### config.mk
export PLATFORM = sky130hd
export DESIGN_NAME = rx_da_filter
export DESIGN_NICKNAME = d
export VERILOG_FILES = /design/src/rtl/rx_da_pkg.sv /design/src/rtl/crc32_byte.sv /design/src/rtl/rx_da_filter.sv
export SDC_FILE = /design/constraint.sdc
export NUM_CORES = 1
export LEC_CHECK = 0
export ABC_AREA = 1
export CELL_PAD_IN_SITES_DETAIL_PLACEMENT = 1
export CELL_PAD_IN_SITES_GLOBAL_PLACEMENT = 2
export CORE_ASPECT_RATIO = 0.7
export CORE_MARGIN = 2
export CORE_UTILIZATION = 18
export DETAILED_ROUTE_END_ITERATION = 8
export HOLD_SLACK_MARGIN = 0.15
export PLACE_DENSITY_LB_ADDON = 0.15
export SYNTH_ARGS = -nofsm -noshare
export SYNTH_HDL_FRONTEND = slang
export SYNTH_SLANG_ARGS = --single-unit
export TNS_END_PERCENT = 20
### constraint.sdc
create_clock -name clk -period 2.35 [get_ports clk]
set_input_delay 0.47 -clock clk [delete_from_list [all_inputs] [get_ports clk]]
set_output_delay 0.47 -clock clk [all_outputs]
set_load 0.05 [all_outputs]
### src/rtl/rx_da_pkg.sv
// Shared definitions for the receive destination-address filter.
//   CRC_POLY / CRC_INIT : reflected CRC-32 polynomial and seed for the DA hash
//   DA_BYTES            : length of a MAC destination address in bytes
//   daState_t           : capture FSM states
package rx_da_pkg;
    localparam logic [31:0] CRC_POLY = 32'hEDB88320;
    localparam logic [31:0] CRC_INIT = 32'hFFFFFFFF;
    localparam int          DA_BYTES = 6;

    typedef enum logic [1:0] {
        IDLE    = 2'd0,
        CAPTURE = 2'd1,
        HOLD    = 2'd2
    } daState_t;
endpackage

### src/rtl/crc32_byte.sv
// Combinational one-byte update of a reflected CRC-32 (LSB of the byte first).
//   crc_in  : running CRC before this byte
//   byte_in : data byte
//   crc_out : running CRC after this byte
module crc32_byte
    import rx_da_pkg::*;
(
    input  logic [31:0] crc_in,
    input  logic [7:0]  byte_in,
    output logic [31:0] crc_out
);
    logic [31:0] c;

    always_comb begin
        c = crc_in;
        for (int i = 0; i < 8; i++) begin
            c = {1'b0, c[31:1]} ^ (CRC_POLY & {32{c[0] ^ byte_in[i]}});
        end
        crc_out = c;
    end
endmodule

### src/rtl/rx_da_filter.sv
// Receive destination-address filter: captures the 6 DA bytes at the head of
// each frame and classifies them (broadcast / multicast / own unicast) plus an
// optional CRC-32 hash index for a downstream address-select table.
//   clk, resetn    : clock and synchronous active-low reset
//   rx_sof, rx_dv  : start-of-frame marker and byte-valid qualifier
//   rx_data        : byte stream, DA byte 0 first
//   rx_abort       : frame discarded; drops an in-progress capture
//   station_addr   : own MAC, byte 0 in bits [7:0]
//   da_done        : one-cycle pulse when the result outputs below are updated
//   da_hash        : crc[HASH_W-1:0] of the DA (0 unless hashing is built in)
//   da_bcast, da_mcast, da_ucast_match : address classification
//   busy           : capture in progress
// Build option: define RX_DA_FILTER_HASH_EN to include the CRC hash logic.
module rx_da_filter
    import rx_da_pkg::*;
#(
    parameter int HASH_W = 7
) (
    input  logic              clk,
    input  logic              resetn,
    input  logic              rx_sof,
    input  logic              rx_dv,
    input  logic [7:0]        rx_data,
    input  logic              rx_abort,
    input  logic [47:0]       station_addr,
    output logic              da_done,
    output logic [HASH_W-1:0] da_hash,
    output logic              da_bcast,
    output logic              da_mcast,
    output logic              da_ucast_match,
    output logic              busy
);
    localparam logic [2:0] LAST_IDX = 3'(DA_BYTES - 1);

    daState_t   state, stateNxt;
    logic [2:0] cnt;
    logic       sofHit;
    logic       takeFirst, takeNext, takeLast;

    // Running per-byte flags; the DA itself is never stored.
    logic       bcastRun, matchRun, mcastBit;
    logic [7:0] staByte;
    logic       byteIsFf, byteMatch;

    assign sofHit = rx_dv & rx_sof;

    // ---------------- FSM: state register ----------------
    always_ff @(posedge clk) begin
        if (!resetn) state <= IDLE;
        else         state <= stateNxt;
    end

    // ---------------- FSM: next state ----------------
    always_comb begin
        stateNxt = state;
        case (state)
            IDLE:    if (sofHit) stateNxt = CAPTURE;
            CAPTURE: begin
                if (rx_abort)      stateNxt = IDLE;    // abort beats sof
                else if (sofHit)   stateNxt = CAPTURE; // restart at byte 0
                else if (takeLast) stateNxt = HOLD;
            end
            HOLD:    if (sofHit) stateNxt = CAPTURE;
            default: stateNxt = IDLE;
        endcase
    end

    // ---------------- FSM: outputs / byte strobes ----------------
    always_comb begin
        busy      = (state == CAPTURE);
        // rx_abort only matters while capturing
        takeFirst = sofHit & ~((state == CAPTURE) & rx_abort);
        takeNext  = (state == CAPTURE) & rx_dv & ~rx_sof & ~rx_abort;
        takeLast  = takeNext & (cnt == LAST_IDX);
    end

    // Station byte to compare against the incoming byte.
    always_comb begin
        staByte = station_addr[7:0];
        if (!takeFirst) begin
            case (cnt)
                3'd1:    staByte = station_addr[15:8];
                3'd2:    staByte = station_addr[23:16];
                3'd3:    staByte = station_addr[31:24];
                3'd4:    staByte = station_addr[39:32];
                3'd5:    staByte = station_addr[47:40];
                default: staByte = station_addr[7:0];
            endcase
        end
    end

    assign byteIsFf  = (rx_data == 8'hFF);
    assign byteMatch = (rx_data == staByte);

    always_ff @(posedge clk) begin
        if (!resetn) begin
            cnt            <= 3'd0;
            bcastRun       <= 1'b0;
            matchRun       <= 1'b0;
            mcastBit       <= 1'b0;
            da_done        <= 1'b0;
            da_bcast       <= 1'b0;
            da_mcast       <= 1'b0;
            da_ucast_match <= 1'b0;
        end else begin
            da_done <= 1'b0;
            if (takeFirst) begin
                cnt      <= 3'd1;
                bcastRun <= byteIsFf;
                matchRun <= byteMatch;
                mcastBit <= rx_data[0];
            end else if (takeNext) begin
                cnt      <= cnt + 3'd1;
                bcastRun <= bcastRun & byteIsFf;
                matchRun <= matchRun & byteMatch;
                if (takeLast) begin
                    da_done        <= 1'b1;
                    da_bcast       <= bcastRun & byteIsFf;
                    da_mcast       <= mcastBit & ~(bcastRun & byteIsFf);
                    da_ucast_match <= matchRun & byteMatch;
                end
            end
        end
    end

`ifdef RX_DA_FILTER_HASH_EN
    logic [31:0] crc, crcSeed, crcNxt;

    // A new frame always hashes from the seed, even on a mid-capture restart.
    assign crcSeed = takeFirst ? CRC_INIT : crc;

    crc32_byte uCrc (
        .crc_in  (crcSeed),
        .byte_in (rx_data),
        .crc_out (crcNxt)
    );

    always_ff @(posedge clk) begin
        if (!resetn) begin
            crc     <= CRC_INIT;
            da_hash <= '0;
        end else begin
            if (takeFirst || takeNext) crc <= crcNxt;
            if (takeLast)              da_hash <= crcNxt[HASH_W-1:0];
        end
    end
`else
    assign da_hash = '0;
`endif

endmodule
Yosys cells after proc, flatten, opt, wreduce, memory -nomap -nowiden

Index checks and enable logic that the tools add are counted.

Add/sub/neg operators: 1
Equal/unequal tests: 11
Muxes and demuxes: 14
Bitwise logic cells: 17
Reduce and logical (&&, ||, !) cells: 7

Operator list:

| cell                  | count |
|---|---|
| $pmux W8 S5           | 1 |
| $and A1 B1 Y1         | 10 |
| $eq A8 B8 Y1          | 1 |
| $eq A8 B8 Y1 const B  | 1 |
| $mux W2               | 4 |
| $mux W8               | 1 |
| $mux W1               | 7 |
| $not A1 Y1            | 7 |
| $eq A3 B2 Y1 const B  | 2 |
| $eq A3 B3 Y1 const B  | 2 |
| $ne A4 B2 Y1 const B  | 1 |
| $pmux W2 S2           | 1 |
| $reduce_or A2 Y1      | 2 |
| $add A3 B1 Y3 const B | 1 |
| $eq A3 B1 Y1 const B  | 1 |
| $reduce_and A3 Y1     | 1 |
| $reduce_or A3 Y1      | 1 |
| $eq A2 B1 Y1 const B  | 1 |
| $eq A2 B2 Y1 const B  | 1 |
| $logic_not A2 Y1      | 1 |
| $ne A2 B1 Y1 const B  | 1 |
| $reduce_and A2 Y1     | 1 |
| $reduce_bool A2 Y1    | 1 |

Register bits: 12
Bits of input ports: 61
Output and inout port bits: 12

Logic depth before layout (Yosys ltp)

Gate-level depths: netlist of run 1.

Depth after elaboration: 9
Mapped depth: 18
Gate-level depth less buffers: 16

Least setup slack after synthesis of run 1

No wires, ideal clock.

Kind: register -> register
Start point: reg cnt[2]
End point: reg da_ucast_match
Data arrival time: 1,837 ps
Required time: 2,283 ps
Path slack: 447 ps
Stages on the path, launching flop included: 17
Clock period less this slack: 1,903 ps
Cell sequence: dfxtp_1 > buf_6 > inv_4 > buf_6 > ha_1 > buf_6 > nor2_1 > nand3_2 > nand2_4 > inv_4 > nand2_1 > nand3_1 > nand2_1 > nand2_1 > nor2_2 > nand3_1 > a21oi_2

Cells in the longest elaborated chain, start to end: 5
Elaborated cells between the ends (all ways): 11

RTL lines:

| item                                 | line                                   | RTL |
|---|---|---|
| start: declaration                   | rx_da_filter.sv:36                     | `logic [2:0] cnt;` |
| start signal: assignment             | rx_da_filter.sv:113                    | `cnt <= cnt + 3'd1;` |
| $eq A3 B3 Y1 (tied with other cells) | rx_da_filter.sv:74, rx_da_filter.sv:81 |  |
| $pmux W8 S5                          | rx_da_filter.sv:81                     | `case (cnt)` |
| $mux W8                              | rx_da_filter.sv:80                     | `if (!takeFirst) begin` |
| $eq A8 B8 Y1                         | rx_da_filter.sv:93                     | `assign byteMatch = (rx_data == staByte);` |
| $and A1 B1 Y1                        | rx_da_filter.sv:120                    | `da_ucast_match <= matchRun & byteMatch;` |
| end signal: assignment               | rx_da_filter.sv:120                    |  |
| end: declaration                     | rx_da_filter.sv:30                     | `output logic da_ucast_match,` |

Several ways; a longest one is shown, not always the timed one.
A chain may end at the register's enable or synchronous reset.

Final worst setup path of run 1

Start point: reg cnt[0]
End point: reg da_ucast_match

The elaborated chain is that of the path after synthesis.

==> results of run 1 <==
through the flow:
| step | setup slack [ns] | hold WS, ns |
|---|---|---|
| 6_report | 0.302 | 0.476 |
| 5_1_grt | 0.0368 | 0.510 |
| 4_1_cts | 0.194 | 0.482 |
| 3_5_place_dp | 0.115 | 0.468 |
| 3_3_place_gp | 0.173 | 0.453 |
| 2_1_floorplan | 0.447 | 0.460 |
kinds of logic after synthesis:
logic type | count (synthesis)
and+or+nand+nor | 146
buffers and inverters | 45
AOI/OAI and AO/OA | 19
DFF | 12
adders and majority gates | 5
other | 1
cells in the final DEF, fill, tap and decap left out, types with 4 or more instances in the layout:
cell type	synthesis	routed
o21ai_0	5	5
ha_1	5	4
nand3_2	4	4
nand3_1	41	41
dfxtp_1	12	12
clkbuf_8	0	4
inv_1	30	30
nor2_1	15	15
nand2_1	76	76
a21oi_1	6	6
conb_1	1	7
clkdlybuf4s50_1	0	65
cell type report:
type / instances / share of cell area [%]
clock buffer: 4 / 2.66
inverter: 32 / 6.05
multi-input combinational: 177 / 41.8
sequential: 12 / 11.6
tap: 94 / 5.69
timing repair buffer: 67 / 32.2
flip-flops by register name, indices dropped and copies added, names as in the netlist:
name	flops
da_done	1
da_bcast	1
da_ucast_match	1
matchRun	1
cnt	3
state	2
mcastBit	1
bcastRun	1
da_mcast	1
synthesized netlist by cell type, types with 3 or more instances:
cell | count | share of area, %
a21oi_1 | 6 | 2.3
buf_4 | 9 | 5.2
buf_6 | 3 | 2.6
dfxtp_1 | 12 | 18
ha_1 | 5 | 4.8
inv_1 | 30 | 8.6
nand2_1 | 76 | 22
nand2_2 | 3 | 1.4
nand3_1 | 41 | 16
nand3_2 | 4 | 3.1
nor2_1 | 15 | 4.3
nor2_2 | 3 | 1.4
o21ai_0 | 5 | 1.9
power by group:
| group | total [uW] | switching, uW | internal (uW) |
|---|---|---|---|
| Combinational | 266 | 134 | 132 |
| Sequential | 214 | 3.93 | 210 |
| Clock | 232 | 83.2 | 148 |
| Total | 711 | 221 | 490 |
worst paths after layout:
path	from	endpoint	slack (ns)	depth (start not counted)
worst min-delay path	da_bcast	da_bcast	0.48	1
worst max register to register	cnt[0]	da_ucast_match	0.30	14
worst min register to register	da_bcast	da_bcast	0.48	1
worst max-delay path	cnt[0]	da_ucast_match	0.30	14
per-layer routing:
metal,wire length [um],vias to the layer above
met5,0,-
met4,43,0
met3,276,6
met2,1960,43
met1,2470,679
li1,-,839
worst register-to-register path: stages, from the launching register on:
cell and delay [ns]:
dfxtp_1 0.38, ha_1 0.16, ha_1 0.36, nor2_1 0.11
nand3_2 0.11, nand2_4 0.10, inv_4 0.12, nand2_1 0.08
nand2_1 0.07, nand2_1 0.05, nand2_1 0.06, nand2_1 0.07
nor2_2 0.12, nand3_1 0.10, a21oi_2 0.11
==> out/qor.csv, run 1 <==
metric,value,unit
Die X,106,um
worst clock skew,0.00642,ns
mux share of post-synthesis cell area,0,%
Final Non-Filler Cells,386,
CP Class,reg2reg,
Compound-Gate Fraction of Synth Area,8.69,%
Top Family by Delay on Critical Path,simple AND/OR/NAND/NOR gates,
number of hold violations in the final report,0,
filler cell count,892,
DP Area,2010,um2
Critical-path top delay cell,dfxtp_1,
Max Fclk,488,MHz
Post-synth EDFFs,0,
io pins,73,
pin slew with the least headroom to its limit,0.496,ns
# DRC,0,
Lkg Pwr,0.000987,uW
Crit. End Element,flip-flop,
GR peak layer,met2,
"Design Area, Final",2070,um2
TritonCTS buffer count,3,
vias,1567,
DIE HEIGHT,75.4,um
RSZ-0062 raised after global routing,false,
CP Buf/Inv Count,1,
YS warnings,0,
Fin Setup TNS,0,ns
post-route ant nets,0,
Worst-path clk slew,0.06,ns
port bufs,65,
Seq cells post-synth,12,
share of cells above drive strength 1,7.53,%
Final Wtd Congestion,0.715,
core outline area,6910,um2
Final Util,29.9,%
placed cells,382,
largest stage delay on the critical path,0.38,ns
Max Root-Sink Buffers,2,
root buffer cell,clkbuf_8,
Final Cycle Share,87.2,%
M3 GR Usage,3.68,%
Clock Sinks,12,
"most used cell, CP",nand2_1,
GR Overflow Total,0,
average wire per standard cell,12.3,um
"Slew Viols, Final",0,
CTS resizes,0,
post-CTS setup buffer count,0,
placement row count,25,
VDD IR max,0.145,mV
Crit path required time,2.54,ns
ys async rst share,0,%
status,finished clean,
initial antenna violation count,0,
die area,7990,um2
CTS tree,yes,
Antenna diodes,0,
Pwr Total,711,uW
worst min path class,reg2reg,
number of max-cap violations,0,
Register Area,240,um2
Rel. slew slack,66.7,%
Area Overhead vs Synth,57.8,%
Mapped Cells,228,
final setup fails,0,
vias in the first global route,1586,
H-tree lvl count,1,
syn_area_per_cell,5.75,um2
Clock Latency Late Sink,0.25,ns
post-synthesis sequential area ratio,18.3,%
global-route wire length before repair,7710,um
Detail Placement HPWL,4140,um
Synth Area in Adders,4.78,%
Final min period,2.05,ns
DR pass1 iterations,5,
Mapped Area,1310,um2
"Max FO, Critical Path",9,
Synth Flop Type,dfxtp_1,
pwr dens,344,nW/um2
crit-path cells,"ha_1, ha_1, nor2_1, nand3_2, nand2_4, inv_4, nand2_1, nand2_1, nand2_1, nand2_1, nand2_1, nor2_2, nand3_1, a21oi_2",
largest family of logic cells by synthesized area,simple AND/OR/NAND/NOR gates,
number of DRC markers in iteration 0,31,
area of the multi-input gates,863,um2
hold buffer count at CTS,0,
Crit path arrival time,2.24,ns
Tot GR Track Use,12.5,%
met2 Use GR,19.6,%
synthesized-area fraction occupied by and/or/nand/nor cells,50.2,%
Yosys cell types,26,
GR Layer Usage met1,17.5,%
Nets,359,
final WL,4760,um
Critical Path Source Type,flip-flop,
largest net degree at the start of global routing,16,
Via density,4.06,
Starting Density,19.0,%
XOR/XNOR Fraction of Synth Area,0,%
No activity file was read; power rests on OpenSTA's default activity.
==> run 2: changes to the inputs <==
--- a/config.mk
+++ b/config.mk
@@ -12,6 +12,7 @@
 export CORE_MARGIN = 2
 export CORE_UTILIZATION = 18
 export DETAILED_ROUTE_END_ITERATION = 8
+export GPL_ROUTABILITY_DRIVEN = 0
 export HOLD_SLACK_MARGIN = 0.15
 export PLACE_DENSITY_LB_ADDON = 0.15
 export SYNTH_ARGS = -nofsm -noshare
==> results of run 2 <==
Final layout, timing and power as in run 1 (identical DEF).
